File: src/rtl/matvec_pkg.sv
// rtl/matvec_pkg.sv - shared types and constants for the matrix-vector engine
// Contents: sequencer state enum mv_state_t, engine geometry constants and the
// word address of the B vector (it follows the NUM_ROWS A rows).
package matvec_pkg;

    localparam int NUM_ROWS    = 8;
    localparam int DATA_WIDTH  = 8;
    localparam int WORD_WIDTH  = NUM_ROWS * DATA_WIDTH;
    localparam int ADDR_WIDTH  = 32;
    localparam int B_WORD_ADDR = NUM_ROWS;

    typedef enum logic [3:0] {
        S_IDLE,
        S_FLUSH,
        S_REQ,
        S_WAIT,
        S_PUSH,
        S_CLR,
        S_RUN,
        S_DRAIN,
        S_DONE
    } mv_state_t;

endpackage

File: src/rtl/word_unpacker.sv
// rtl/word_unpacker.sv - latches one memory word and serves it byte by byte
// Ports:
//   clk, rst_n        clock, asynchronous active-low reset
//   load_i            capture word_i (read data valid in the WAIT state)
//   word_i            memory read data
//   advance_i         current byte was accepted by its FIFO; step to the next
//   byte_o            byte k of the latched word, k=0 is the least significant
//   last_byte_o       byte k is the final byte of the word
module word_unpacker #(
    parameter int NUM_BYTES  = 8,
    parameter int DATA_WIDTH = 8
) (
    input  logic                            clk,
    input  logic                            rst_n,
    input  logic                            load_i,
    input  logic [NUM_BYTES*DATA_WIDTH-1:0] word_i,
    input  logic                            advance_i,
    output logic [DATA_WIDTH-1:0]           byte_o,
    output logic                            last_byte_o
);

    localparam int KW = (NUM_BYTES > 1) ? $clog2(NUM_BYTES) : 1;

    logic [NUM_BYTES*DATA_WIDTH-1:0] word_q;
    logic [KW-1:0]                   k_q;
    logic [DATA_WIDTH-1:0]           lanes [NUM_BYTES];

    assign last_byte_o = (k_q == KW'(NUM_BYTES - 1));

    always_comb begin
        for (int i = 0; i < NUM_BYTES; i++) begin
            lanes[i] = word_q[i*DATA_WIDTH +: DATA_WIDTH];
        end
        byte_o = lanes[k_q];
    end

    // k only moves on an accepted write, so a stalled byte stays presented.
    always_ff @(posedge clk or negedge rst_n) begin
        if (!rst_n) begin
            word_q <= '0;
            k_q    <= '0;
        end else begin
            if (load_i) begin
                word_q <= word_i;
            end
            if (advance_i) begin
                k_q <= last_byte_o ? '0 : k_q + 1'b1;
            end
        end
    end

endmodule

File: src/rtl/matvec_sequencer.sv
// rtl/matvec_sequencer.sv - fetches A rows and B vector, fills FIFOs, runs the MAC chain
// Ports:
//   clk, rst_n                     clock, asynchronous active-low reset
//   start / busy / done            run request, activity flag, completion pulse
//   avm_*                          Avalon-MM read master (one outstanding read)
//   fifo_clr                       flush pulse to all input FIFOs
//   fifo_wdata, fifo_wrreq_a/_b    shared write data and per-FIFO write requests
//   fifo_wrfull_a/_b               FIFO full flags, gate the write requests
//   fifo_rdempty_b                 B FIFO empty, gates mac_en
//   mac_clr, mac_en                accumulator clear and chain enable
module matvec_sequencer #(
    parameter int NUM_ROWS   = matvec_pkg::NUM_ROWS,
    parameter int DATA_WIDTH = matvec_pkg::DATA_WIDTH,
    parameter int WORD_WIDTH = matvec_pkg::WORD_WIDTH,
    parameter int ADDR_WIDTH = matvec_pkg::ADDR_WIDTH
) (
    input  logic                  clk,
    input  logic                  rst_n,
    input  logic                  start,
    output logic                  busy,
    output logic                  done,
    output logic [ADDR_WIDTH-1:0] avm_address,
    output logic                  avm_read,
    input  logic [WORD_WIDTH-1:0] avm_readdata,
    input  logic                  avm_readdatavalid,
    input  logic                  avm_waitrequest,
    output logic                  fifo_clr,
    output logic [DATA_WIDTH-1:0] fifo_wdata,
    output logic [NUM_ROWS-1:0]   fifo_wrreq_a,
    output logic                  fifo_wrreq_b,
    input  logic [NUM_ROWS-1:0]   fifo_wrfull_a,
    input  logic                  fifo_wrfull_b,
    input  logic                  fifo_rdempty_b,
    output logic                  mac_clr,
    output logic                  mac_en
);

    import matvec_pkg::*;

    localparam logic [3:0] LAST_WORD = 4'(NUM_ROWS);
    localparam logic [3:0] LAST_MAC  = 4'(NUM_ROWS - 1);
    localparam logic [3:0] LAST_DRN  = 4'(NUM_ROWS);

    mv_state_t             state_q;
    logic [3:0]            word_q;
    logic [3:0]            mac_cnt_q;
    logic [3:0]            drain_q;

    logic                  in_push;
    logic                  word_is_b;
    logic [NUM_ROWS-1:0]   row_sel;
    logic                  byte_accept;
    logic                  last_byte;
    logic                  word_load;
    logic [DATA_WIDTH-1:0] cur_byte;

    assign in_push   = (state_q == S_PUSH);
    assign word_is_b = (word_q == LAST_WORD);
    assign word_load = (state_q == S_WAIT) && avm_readdatavalid;

    // Row select is all-zero for the B word, so A requests stay quiet then.
    always_comb begin
        for (int i = 0; i < NUM_ROWS; i++) begin
            row_sel[i] = (word_q == 4'(i));
        end
        fifo_wrreq_a = in_push ? (row_sel & ~fifo_wrfull_a) : '0;
        fifo_wrreq_b = in_push && word_is_b && !fifo_wrfull_b;
        byte_accept  = (|fifo_wrreq_a) || fifo_wrreq_b;
    end

    word_unpacker #(
        .NUM_BYTES  (NUM_ROWS),
        .DATA_WIDTH (DATA_WIDTH)
    ) u_unpacker (
        .clk         (clk),
        .rst_n       (rst_n),
        .load_i      (word_load),
        .word_i      (avm_readdata),
        .advance_i   (byte_accept),
        .byte_o      (cur_byte),
        .last_byte_o (last_byte)
    );

    assign busy        = (state_q != S_IDLE);
    assign done        = (state_q == S_DONE);
    assign fifo_clr    = (state_q == S_FLUSH);
    assign mac_clr     = (state_q == S_CLR);
    assign avm_read    = (state_q == S_REQ);
    assign avm_address = ADDR_WIDTH'(word_q);
    assign fifo_wdata  = in_push ? cur_byte : '0;
    assign mac_en      = (state_q == S_RUN) && !fifo_rdempty_b;

    always_ff @(posedge clk or negedge rst_n) begin
        if (!rst_n) begin
            state_q   <= S_IDLE;
            word_q    <= '0;
            mac_cnt_q <= '0;
            drain_q   <= '0;
        end else begin
            case (state_q)
                S_IDLE: begin
                    if (start) begin
                        state_q <= S_FLUSH;
                    end
                end
                S_FLUSH: begin
                    word_q  <= '0;
                    state_q <= S_REQ;
                end
                S_REQ: begin
                    if (!avm_waitrequest) begin
                        state_q <= S_WAIT;
                    end
                end
                S_WAIT: begin
                    if (avm_readdatavalid) begin
                        state_q <= S_PUSH;
                    end
                end
                S_PUSH: begin
                    if (byte_accept && last_byte) begin
                        if (word_is_b) begin
                            state_q <= S_CLR;
                        end else begin
                            word_q  <= word_q + 4'd1;
                            state_q <= S_REQ;
                        end
                    end
                end
                S_CLR: begin
                    mac_cnt_q <= '0;
                    state_q   <= S_RUN;
                end
                S_RUN: begin
                    // Only cycles where B data was actually consumed count.
                    if (mac_en) begin
                        if (mac_cnt_q == LAST_MAC) begin
                            drain_q <= '0;
                            state_q <= S_DRAIN;
                        end else begin
                            mac_cnt_q <= mac_cnt_q + 4'd1;
                        end
                    end
                end
                S_DRAIN: begin
                    // Covers the chain skew plus the final MAC register stage.
                    if (drain_q == LAST_DRN) begin
                        state_q <= S_DONE;
                    end else begin
                        drain_q <= drain_q + 4'd1;
                    end
                end
                S_DONE: begin
                    state_q <= S_IDLE;
                end
                default: begin
                    state_q <= S_IDLE;
                end
            endcase
        end
    end

endmodule

File: config.mk
export PLATFORM = sky130hd
export DESIGN_NAME = matvec_sequencer
export DESIGN_NICKNAME = d
export VERILOG_FILES = /design/src/rtl/matvec_pkg.sv /design/src/rtl/word_unpacker.sv /design/src/rtl/matvec_sequencer.sv
export SDC_FILE = /design/constraint.sdc
export NUM_CORES = 1
export LEC_CHECK = 0
export CAP_MARGIN = 15
export CELL_PAD_IN_SITES_DETAIL_PLACEMENT = 1
export CELL_PAD_IN_SITES_GLOBAL_PLACEMENT = 2
export CORE_MARGIN = 10
export CORE_UTILIZATION = 31
export DETAILED_ROUTE_END_ITERATION = 12
export PLACE_DENSITY_LB_ADDON = 0.1
export SETUP_SLACK_MARGIN = 0.1
export SYNTH_ARGS = -nofsm -noshare
export SYNTH_HDL_FRONTEND = slang
export SYNTH_HIERARCHICAL = 1
export SYNTH_SLANG_ARGS = --single-unit
export TNS_END_PERCENT = 50
File: constraint.sdc
create_clock -name clk -period 3.1 [get_ports clk]
set_clock_uncertainty 0.2 [all_clocks]
set_input_delay 0.31 -clock clk [delete_from_list [all_inputs] [get_ports clk]]
set_output_delay 0.31 -clock clk [all_outputs]
set_load 0.01 [all_outputs]
---- Word-level counts from Yosys, hierarchy flattened ----
Cells that the tools add are included.
word-level totals
  register bits ........................... 83
  latch bits .............................. 0
  RAM bits ................................ 0
  ROM bits ................................ 0
  output and inout port bits .............. 55
  word-level logic and storage cells ...... 87
  memories ................................ 0
operators by class
  add/subtract/negate cells ............... 4
  multiply operators ...................... 0
  divide/modulo/power cells ............... 0
  magnitude comparators ................... 1
  equality and inequality tests ........... 29
  shifts and indexed selects .............. 0
  mux-type cells .......................... 25
  bitwise logic cells ..................... 3
  reductions and logical operators ........ 19
operators by type and width
  kind                                                                      count
  4-bit 2-to-1 mux                                                          14
  4-bit by 3-bit equality test with 1-bit output (second input constant)    9
  8-bit 2-to-1 mux                                                          4
  4-bit case mux with 8 select lines                                        1
  8-bit binary-select mux with 3-bit select                                 1
  4-bit case mux with 2 select lines                                        3
  4-bit by 2-bit equality test with 1-bit output (second input constant)    4
  2-bit inequality test (second input constant)                             8
  4-bit by 1-bit adder with 4-bit output (second input constant)            3
  4-bit equality test (second input constant)                               3
  8-bit bitwise AND                                                         1
  4-bit by 1-bit equality test with 1-bit output (second input constant)    2
  4-bit zero test                                                           2
  8-bit NOT                                                                 1
  8-bit OR reduction                                                        1
  7-bit AND reduction                                                       1
  3-bit 2-to-1 mux                                                          2
  3-bit AND reduction                                                       2
  2-bit nonzero test                                                        3
  1-bit logical AND                                                         5
  4-bit >= comparator (second input constant)                               1
  2-bit by 1-bit inequality test with 1-bit output (second input constant)  2
  3-bit NOT with 4-bit output                                               1
  4-bit AND reduction                                                       1
  5 further kinds                                                           6

---- Longest topological paths before layout ----
Gate-level depths: netlist of run 1.
  word-level depth ........................ 8
  gate-level depth with buffers ........... 8
  depth with buffers taken out ............ 8

---- Modules after synthesis ----
The synthesis of run 1 kept the hierarchy.
modules (own cells, without submodules)
  module            times used  cells each  area an instance (µm²)  sequential area each (µm²)
  word_unpacker     1           173         3047.9                  1676.6
  matvec_sequencer  1           191         1534.0                  400.4

---- Worst setup path before layout of run 1 ----
OpenSTA, ideal clock, no wires.
  path type ............................... register -> register
  start point ............................. register word_q[0] (netlist name)
  end point ............................... register state_q[0]
  library setup time ...................... 0.125 ns
  arrival time ............................ 1.942 ns
  required time ........................... 2.775 ns
  slack ................................... 0.833 ns
  stages on the path, launching flop included .. 8
  path buffers ............................ 0
  path through ............................ dfrtp_1 inv_1 ha_1 a221oi_2 a311oi_2 nor2_1 a211o_1 mux2_4
RTL lines
  item                  line                     text
  to (signal assigned)  matvec_sequencer.sv:95   state_q <= S_IDLE;
  to (signal assigned)  matvec_sequencer.sv:103  state_q <= S_FLUSH;
  to (signal assigned)  matvec_sequencer.sv:108  state_q <= S_REQ;
  to (decl)             matvec_sequencer.sv:44   mv_state_t state_q;

---- Worst setup path in the final report of run 1 ----
  start point ............................. register u_unpacker.k_q[0]
  end point ............................... output fifo_wdata[0]
between the ends
  word-level cells in the longest chain between the ends .. 5
ends and longest elaborated chain
  item                                                  line                    text
  from (decl)                                           word_unpacker.sv:25     logic [KW-1:0] k_q;
  from (signal assigned)                                word_unpacker.sv:47     k_q <= last_byte_o ? '0 : k_q + 1'b1;
  3-bit NOT with 4-bit output (implied by the code)     word_unpacker.sv:34     byte_o = lanes[k_q];
  8-bit binary-select mux with 3-bit select             word_unpacker.sv:34
  8-bit 2-to-1 mux (implied by the code) (2 in series)  word_unpacker.sv:34
  net cur_byte[0]                                       matvec_sequencer.sv:55  logic [DATA_WIDTH-1:0] cur_byte;
  8-bit 2-to-1 mux                                      matvec_sequencer.sv:90  assign fifo_wdata = in_push ? cur_byte : '0;
  to (decl)                                             matvec_sequencer.sv:28  output logic [DATA_WIDTH-1:0] fifo_wdata,
The timed path passes the listed nets, and every way through them passes these cells. The select of a mux whose other input is x is not followed.

==> impl_results.md, run 1 <==
- Non-filler cells, final: 658
- Cell Rows: 44
- Post-route worst setup slack: a little under 0.2 ns
- TritonCTS clock tree: yes
- Die X-Extent: about 140 um
- DR DRC count: 0
- Period utilization: between 90 and 100%
- Most common cell after layout, fill and taps aside: clkdlybuf4s50_1
- Setup_tns: 0 ns
- Post-synthesis sequential area ratio: around 45%
- Post-route ant nets: 0
- Minimum clock period: about 2.9 ns
- GRT Overall Usage: ~12%
- Layout area overhead: 32.2%
- DR vias: roughly 3,100
- Die area: 20,000 um2
- Max-cap violations: 0
- Nets: 559
- Fmax: 344 MHz
- DP Wirelength: 9510 um
- Cells after Synth: roughly 360
- Drt first pass iters: 4
- Clock Tree Buf Depth: 2
- Initial core utilization: 31.5%
- Global-route wire length before repair: between 15,000 and 20,000 um
- Setup-failing EPs final: 0
- Crit. End Element: primary output
- Die Span Y: 142 um
- Ys flop type: dfrtp_1
- RSZ-0062 raised after global routing: no
- CTS buffer count: 9
- Worst hold-check path type: primary input to async pin
- CP arrival: 2.40 ns
- Dpl cell area: 5710 um2
- Crit Path Max Fanout: 17
- Final hold violation count: 0
- Most frequent cells in the layout: 103 x clkdlybuf4s50_1, 82 x dfrtp_1, 67 x mux2_2, 28 x conb_1, 25 x nor2_1
- Gpl congestion: 0.712
- Fraction of registers with async set/reset: between 90% and 100%
- Detailed Route WL: 12,300 um
- Core ar.: ~15,000 um2
- WP data required: about 2.6 ns
- Worst slew pin tran: about 0.56 ns
- Worst slack, placed: 0.433 ns
- Leak: between 2 and 3 nW
- Initial antenna violation count: 1
- Routed wire per std cell: 18.8 um
- Slew Limit Fails: 0
- Proportion of layout cells with a drive suffix above 1: between 20% and 30%
- Crit Path Class: flip-flop to primary output
- Vias in the first global route: between 3,000 and 4,000
- Iter 0 DRT Violations: about 120
- Post-synth EDFFs: 0
- Cell Pwr Density: 928 nW/um2
- H-tree depth: 3
- ANT cells: 0
- Maximum vdd ir drop: between 0.3 and 0.4 mV
- Max_slew headroom: 62.4%
- Clock Latency Late Sink: between 0.3 and 0.4 ns
- Outcome: completed
- Critical Path Start Type: flip-flop
- Gr ovfl total: 0
- Synth unique cells: 54
- Synth Cell Area: ~4600 um2
- Design Power: between 5 and 6 mW
- Port Buf Inserts: 105
- Placed Cells: 641
- Syn avg cell area: approximately 13 um2
- Fin area: 6060 um2
- Synthesized flop and latch total: 83
- Worst-path clk slew: 0.06 ns
- # clock sinks: 83
- Synth Warn #: 6
- Total I/O pin count: 134
- Largest net degree at the start of global routing: 84
- Clock root buffer: clkbuf_16
- Via-to-Cell Ratio: roughly 4.7
-- cell families after synthesis --
family	after synthesis	share of synthesized area, %
AOI/OAI and AO/OA	34	5.46
xor gates and xnor gates	2	0.382
adders and majority gates	9	2.46
buffers and inverters	53	7.54
DFF	83	45.3
muxes	93	28.2
other	1	0.0818
and+or+nand+nor	89	10.6
-- stage by stage --
step                hold WS [ns]  util, %
floorplan                 -0.186        -
global placement           0.285     39.3
detailed placement         0.292     39.3
CTS                       0.0182     41.3
global route               0.316     41.7
finish                     0.301     41.7
-- repair_timing --
item | in CTS | in global routing
endpoints found under the hold margin | 0 | 38
endpoints found under the setup margin | 8 | 8
buffers inserted | 0 | 1
resized for setup | 2 | 3
hold buffers | 0 | 1
-- path summary, 6_finish.rpt --
kind	start	to	slack, ns	depth (start not counted)
hold / removal	rst_n	word_q[0]$_DFFE_PN0P_	0.30	2
setup reg to reg	word_q[0]$_DFFE_PN0P_	state_q[0]$_DFFE_PN0P_	0.63	7
setup / recovery	u_unpacker/k_q[0]$_DFFE_PN0P_	fifo_wdata[0]	0.19	5
max in group asynchronous	rst_n	u_unpacker/word_q[5]$_DFFE_PN0P_	1.78	3
hold reg to reg	u_unpacker/word_q[1]$_DFFE_PN0P_	u_unpacker/word_q[1]$_DFFE_PN0P_	0.30	1
min in group clk	u_unpacker/word_q[1]$_DFFE_PN0P_	u_unpacker/word_q[1]$_DFFE_PN0P_	0.30	1
-- per-layer routing --
metal	routed length (um)	global-route usage (%)	vias to the layer above
met4	64	2.53	0
li1	-	-	1471
met1	4960	13.8	1538
met2	6430	21.3	86
met3	883	5.14	5
met5	0	0	-
-- power by group --
group / leakage [nW] / switching [mW] / internal [mW]
sequential: 1.02 / 0.516 / 1.62
clock: 0.141 / 0.413 / 0.638
combinational: 1.44 / 0.928 / 1.51
-- sequential cells by signal, summed over array words and instances, names as in the netlist --
signal,flops
drain_q,4
word_q,4
mac_cnt_q,4
u_unpacker/k_q,3
u_unpacker/word_q,64
state_q,4
-- critical path, stage by stage (launching register included) --
cell,delay [ns]
dfrtp_1,0.38
buf_12,0.18
mux4_1,0.57
mux2_4,0.28
and3_1,0.15
clkdlybuf4s50_1,0.50
-- area by class of cell --
cell class / instances / area [um2]
well taps: 184 / 230
flip-flops and latches: 83 / 2080
inverters: 8 / 30.0
clock buffers: 10 / 239
clock inverters: 4 / 51.3
repair buffers: 114 / 1170
multi-input cells: 255 / 2260
fillers: 1584 / 8480
-- synthesized netlist by cell type (5+ instances only) --
cell,n,area share (%)
buf_4,29,4.8
dfrtp_1,83,45
o211ai_1,5,0.82
nand2b_1,13,1.8
and3_1,9,1.2
mux4_1,8,4.6
mux2_2,67,16
mux2_4,9,2.9
ha_1,9,2.5
inv_1,8,0.66
buf_2,11,1.2
nor3_1,7,0.76
a21oi_1,6,0.66
nand2_1,15,1.2
mux4_2,8,3.9
nor2_1,25,2.0
Note: power is estimated with default switching activity, not from simulation.
==> run 2, diff against run 1 <==
Settings changed: ABC_AREA set to 1, CORE_UTILIZATION 31 to 27.
==> run 2 against run 1 <==
- hold slack got worse by 0.067 ns
- die area is 19% higher
- synthesized cell count rose by 83%
- combinational power rose by 4%
- critical endpoint is now fifo_wdata[2]
==> impl_results.md, run 2 <==
- Die Span Y: 154 um (was 142 um)
- Most frequent cells in the layout: 201 x nand2_1, 107 x inv_1, 104 x clkdlybuf4s50_1, 82 x dfrtp_1, 64 x o21ai_0 (was 103 x clkdlybuf4s50_1, 82 x dfrtp_1, 67 x mux2_2, 28 x conb_1, 25 x nor2_1)
- Nets: 849 (was 559)
- Area of the multi-input gates: 2050 um2 (was 2260 um2)
- Worst slew pin tran: 0.750 ns (was 0.564 ns)
- Post-synth top cells: 201 x nand2_1, 107 x inv_1, 83 x dfrtp_1 (was 83 x dfrtp_1, 67 x mux2_2, 29 x buf_4)
- Fill count: 2,161 (was 1,584)
- Crit Path Class: flip-flop to primary output (unchanged)
- DR vias: 4,187 (was 3,100)
- Die X-Extent: 154 um (was 142 um)
- Max-cap violations: 0 (unchanged)
- Setup crit end: fifo_wdata[2] (was fifo_wdata[0])
- Fmax: 364 MHz (was 344 MHz)
- Synthesized flop and latch total: 83 (unchanged)
- Fraction of registers with async set/reset: 100% (unchanged)
- Post-synthesis sequential area ratio: 42.6% (was 45.3%)
- Critical Path Source: u_unpacker/k_q[0]$_DFFE_PN0P_ (unchanged)
- Core ar.: 17,800 um2 (was 14,500 um2)
- # clock sinks: 83 (unchanged)
- Largest Register: u_unpacker/word_q (unchanged)
- Worst r2r path cells: 13 (was 7)
- Gr ovfl total: 0 (unchanged)
- Reg-to-Reg End: state_q[2]$_DFFE_PN0P_ (was state_q[0]$_DFFE_PN0P_)
- Worst R2R Start: word_q[0]$_DFFE_PN0P_ (unchanged)
- Maximum vdd ir drop: 0.409 mV (was 0.350 mV)
- Critical Path Start Type: flip-flop (unchanged)
- WP data required: 2.59 ns (about the same)
- Area contributors post-synth: dfrtp_1 43%, nand2_1 15%, inv_1 8.2% (was dfrtp_1 45%, mux2_2 16%, buf_4 4.8%)
- Initial core utilization: 27.3% (was 31.5%)
- Layout area overhead: 30.2% (was 32.2%)
- Worst hold-check path type: primary input to async pin (unchanged)
- DP Wirelength: 11,700 um (was 9510 um)
- Max reg flops: 64 (unchanged)
- Port Buf Inserts: 105 (unchanged)
- Leak: 3.12 nW (was 2.60 nW)
- Cell Pwr Density: 881 nW/um2 (was 928 nW/um2)
- ANT cells: 0 (unchanged)
- Clock Tree Buf Depth: 2 (unchanged)
- DR DRC count: 0 (unchanged)
- Drt first pass iters: 4 (unchanged)
- Flop2flop setup slack: 0.96 ns (was 0.63 ns)
- CTS buffer count: 9 (unchanged)
- Via-to-Cell Ratio: 4.21 (was 4.71)
- Largest net degree at the start of global routing: 84 (unchanged)
- Clock root buffer: clkbuf_16 (unchanged)
- Final hold violation count: 0 (unchanged)
- Share of the synthesized area in the top cell type: 42.6% (was 45.3%)
- Gpl congestion: 0.789 (was 0.712)
- Most common cell after layout, fill and taps aside: nand2_1 (was clkdlybuf4s50_1)
- Cells after Synth: 666 (was 364)
- Routed wire per std cell: 15.0 um (was 18.8 um)
- Initial antenna violation count: 0 (was 1)
- Syn avg cell area: 7.32 um2 (was 12.6 um2)
- Ys flop type: dfrtp_1 (unchanged)
- Iter 0 DRT Violations: 137 (was 119)
- Post-route ant nets: 0 (unchanged)
- TritonCTS clock tree: yes (unchanged)
- Post-route worst setup slack: 0.352 ns (was 0.194 ns)
- Synth Cell Area: 4870 um2 (was 4580 um2)
- Global-route wire length before repair: 24,300 um (was 19,400 um)
- Crit. End Element: primary output (unchanged)
- Period utilization: 88.7% (was 93.7%)
- Worst slack, placed: 0.567 ns (was 0.433 ns)
- Slew Limit Fails: 0 (unchanged)
- Proportion of layout cells with a drive suffix above 1: 7.70% (was 25.3%)
- CP arrival: 2.24 ns (was 2.40 ns)
- H-tree depth: 3 (unchanged)
- Worst-path clk slew: 0.06 ns (about the same)
- Detailed Route WL: 14,900 um (was 12,300 um)
- Register area: 2080 um2 (unchanged)
- Total I/O pin count: 134 (unchanged)
- Clock Latency Late Sink: 0.34 ns (was 0.33 ns)
- Cell Rows: 49 (was 44)
- Synth Warn #: 6 (unchanged)
- Max_slew headroom: 49.5% (was 62.4%)
- GRT Overall Usage: 12.5% (was 12.3%)
- Area leader, netlist: dfrtp_1 (unchanged)
- Count leader, synth: nand2_1 (was dfrtp_1)
- Outcome: completed (unchanged)
- Minimum clock period: 2.75 ns (was 2.91 ns)
- Post-CTS setup buffer count: 0 (unchanged)
- Synth unique cells: 36 (was 54)
- Crit Path Max Fanout: 33 (was 17)
- Setup-failing EPs final: 0 (unchanged)
- Setup_tns: 0 ns (unchanged)
- Post-synth EDFFs: 0 (unchanged)
- RSZ-0062 raised after global routing: no (unchanged)
- Die area: 23,800 um2 (was 20,000 um2)
- Vias in the first global route: 4,521 (was 3,472)
[run 2: changes by cell type in the layout (fill, tap and decap cells not counted), sizes merged, moves of 10 or more]
cell / before / now
inv: 9 / 113
mux2: 76 / 0
mux4: 16 / 0
nor2: 26 / 36
nand2b: 14 / 0
nand2: 15 / 223
o21ai: 9 / 72
nand3: 4 / 53
[run 2: logic make-up after synthesis]
| kind of cell | after synthesis | synth area share, % |
|---|---|---|
| AND/OR/NAND/NOR | 317 | 27.9 |
| buffers and inverters | 169 | 17.5 |
| AO/OA/AOI/OAI | 83 | 8.88 |
| flip-flops | 83 | 42.6 |
| adder cells (fa/ha/maj) | 9 | 2.31 |
| XOR/XNOR | 4 | 0.719 |
| other | 1 | 0.0769 |
[run 2: where the power goes]
part | internal, mW | leakage, nW | switching (mW) | total, mW
Clock | 0.807 | 0.169 | 0.433 | 1.24
Sequential | 1.58 | 1.02 | 0.226 | 1.81
Combinational | 0.912 | 1.93 | 1.63 | 2.54
Total | 3.30 | 3.12 | 2.29 | 5.59
[run 2: per-layer routing]
| layer | vias to the layer above | global-route usage [%] | share of wire [%] |
|---|---|---|---|
| met3 | 10 | 2.83 | 4.1 |
| met4 | 0 | 4.09 | 1.3 |
| li1 | 2167 | - | - |
| met5 | - | 0 | 0 |
| met1 | 1936 | 16.5 | 48 |
| met2 | 74 | 19.7 | 47 |
[run 2: final cells by class]
cell class	instances	area share [%]
clock inverters	5	1.58
clock buffers	11	3.83
repair buffers	112	18.1
inverters	114	6.86
well taps	229	4.52
flip-flops and latches	83	32.8
multi-input cells	441	32.4
[run 2: how the worst min path moves through the flow]
stage	from	end	slack, ns	cells after the start
global placement	state_q[1]$_DFFE_PN0P_	state_q[1]$_DFFE_PN0P_	0.30	2
floorplan	rst_n	drain_q[0]$_DFFE_PN0P_	-0.19	0
global route	rst_n	u_unpacker/word_q[19]$_DFFE_PN0P_	0.26	2
finish	rst_n	u_unpacker/word_q[19]$_DFFE_PN0P_	0.23	2
CTS	rst_n	u_unpacker/word_q[19]$_DFFE_PN0P_	0.03	1
detailed placement	u_unpacker/word_q[36]$_DFFE_PN0P_	u_unpacker/word_q[36]$_DFFE_PN0P_	0.30	2
[run 2: per-stage QoR]
stage	total power, mW	utilization [%]	instance area (um2)	hold WS [ns]	std cells
after floorplan	3.64	-	4980	-0.186	693
after global placement	4.38	33.4	5960	0.304	977
after detailed placement	4.43	33.4	5960	0.302	977
after CTS	5.71	35.3	6310	0.0276	993
after global routing	6.17	35.6	6340	0.257	995
final	5.59	35.6	6340	0.234	995
[run 2: repair_timing]
action,CTS,global route
resized for setup,0,1
hold buffers,0,1
setup endpoints to repair,0,5
hold endpoints to repair,0,27
[run 2: worst max-delay path, cell delays in order (launching register included)]
cell and delay [ns]:
dfrtp_1 0.34, buf_4 0.24, inv_6 0.15, nand2_1 0.09, nand3_1 0.07, nand2_1 0.09, nand2_1 0.06, nand2_1 0.08
inv_1 0.04, nor2_1 0.16, clkdlybuf4s50_1 0.58
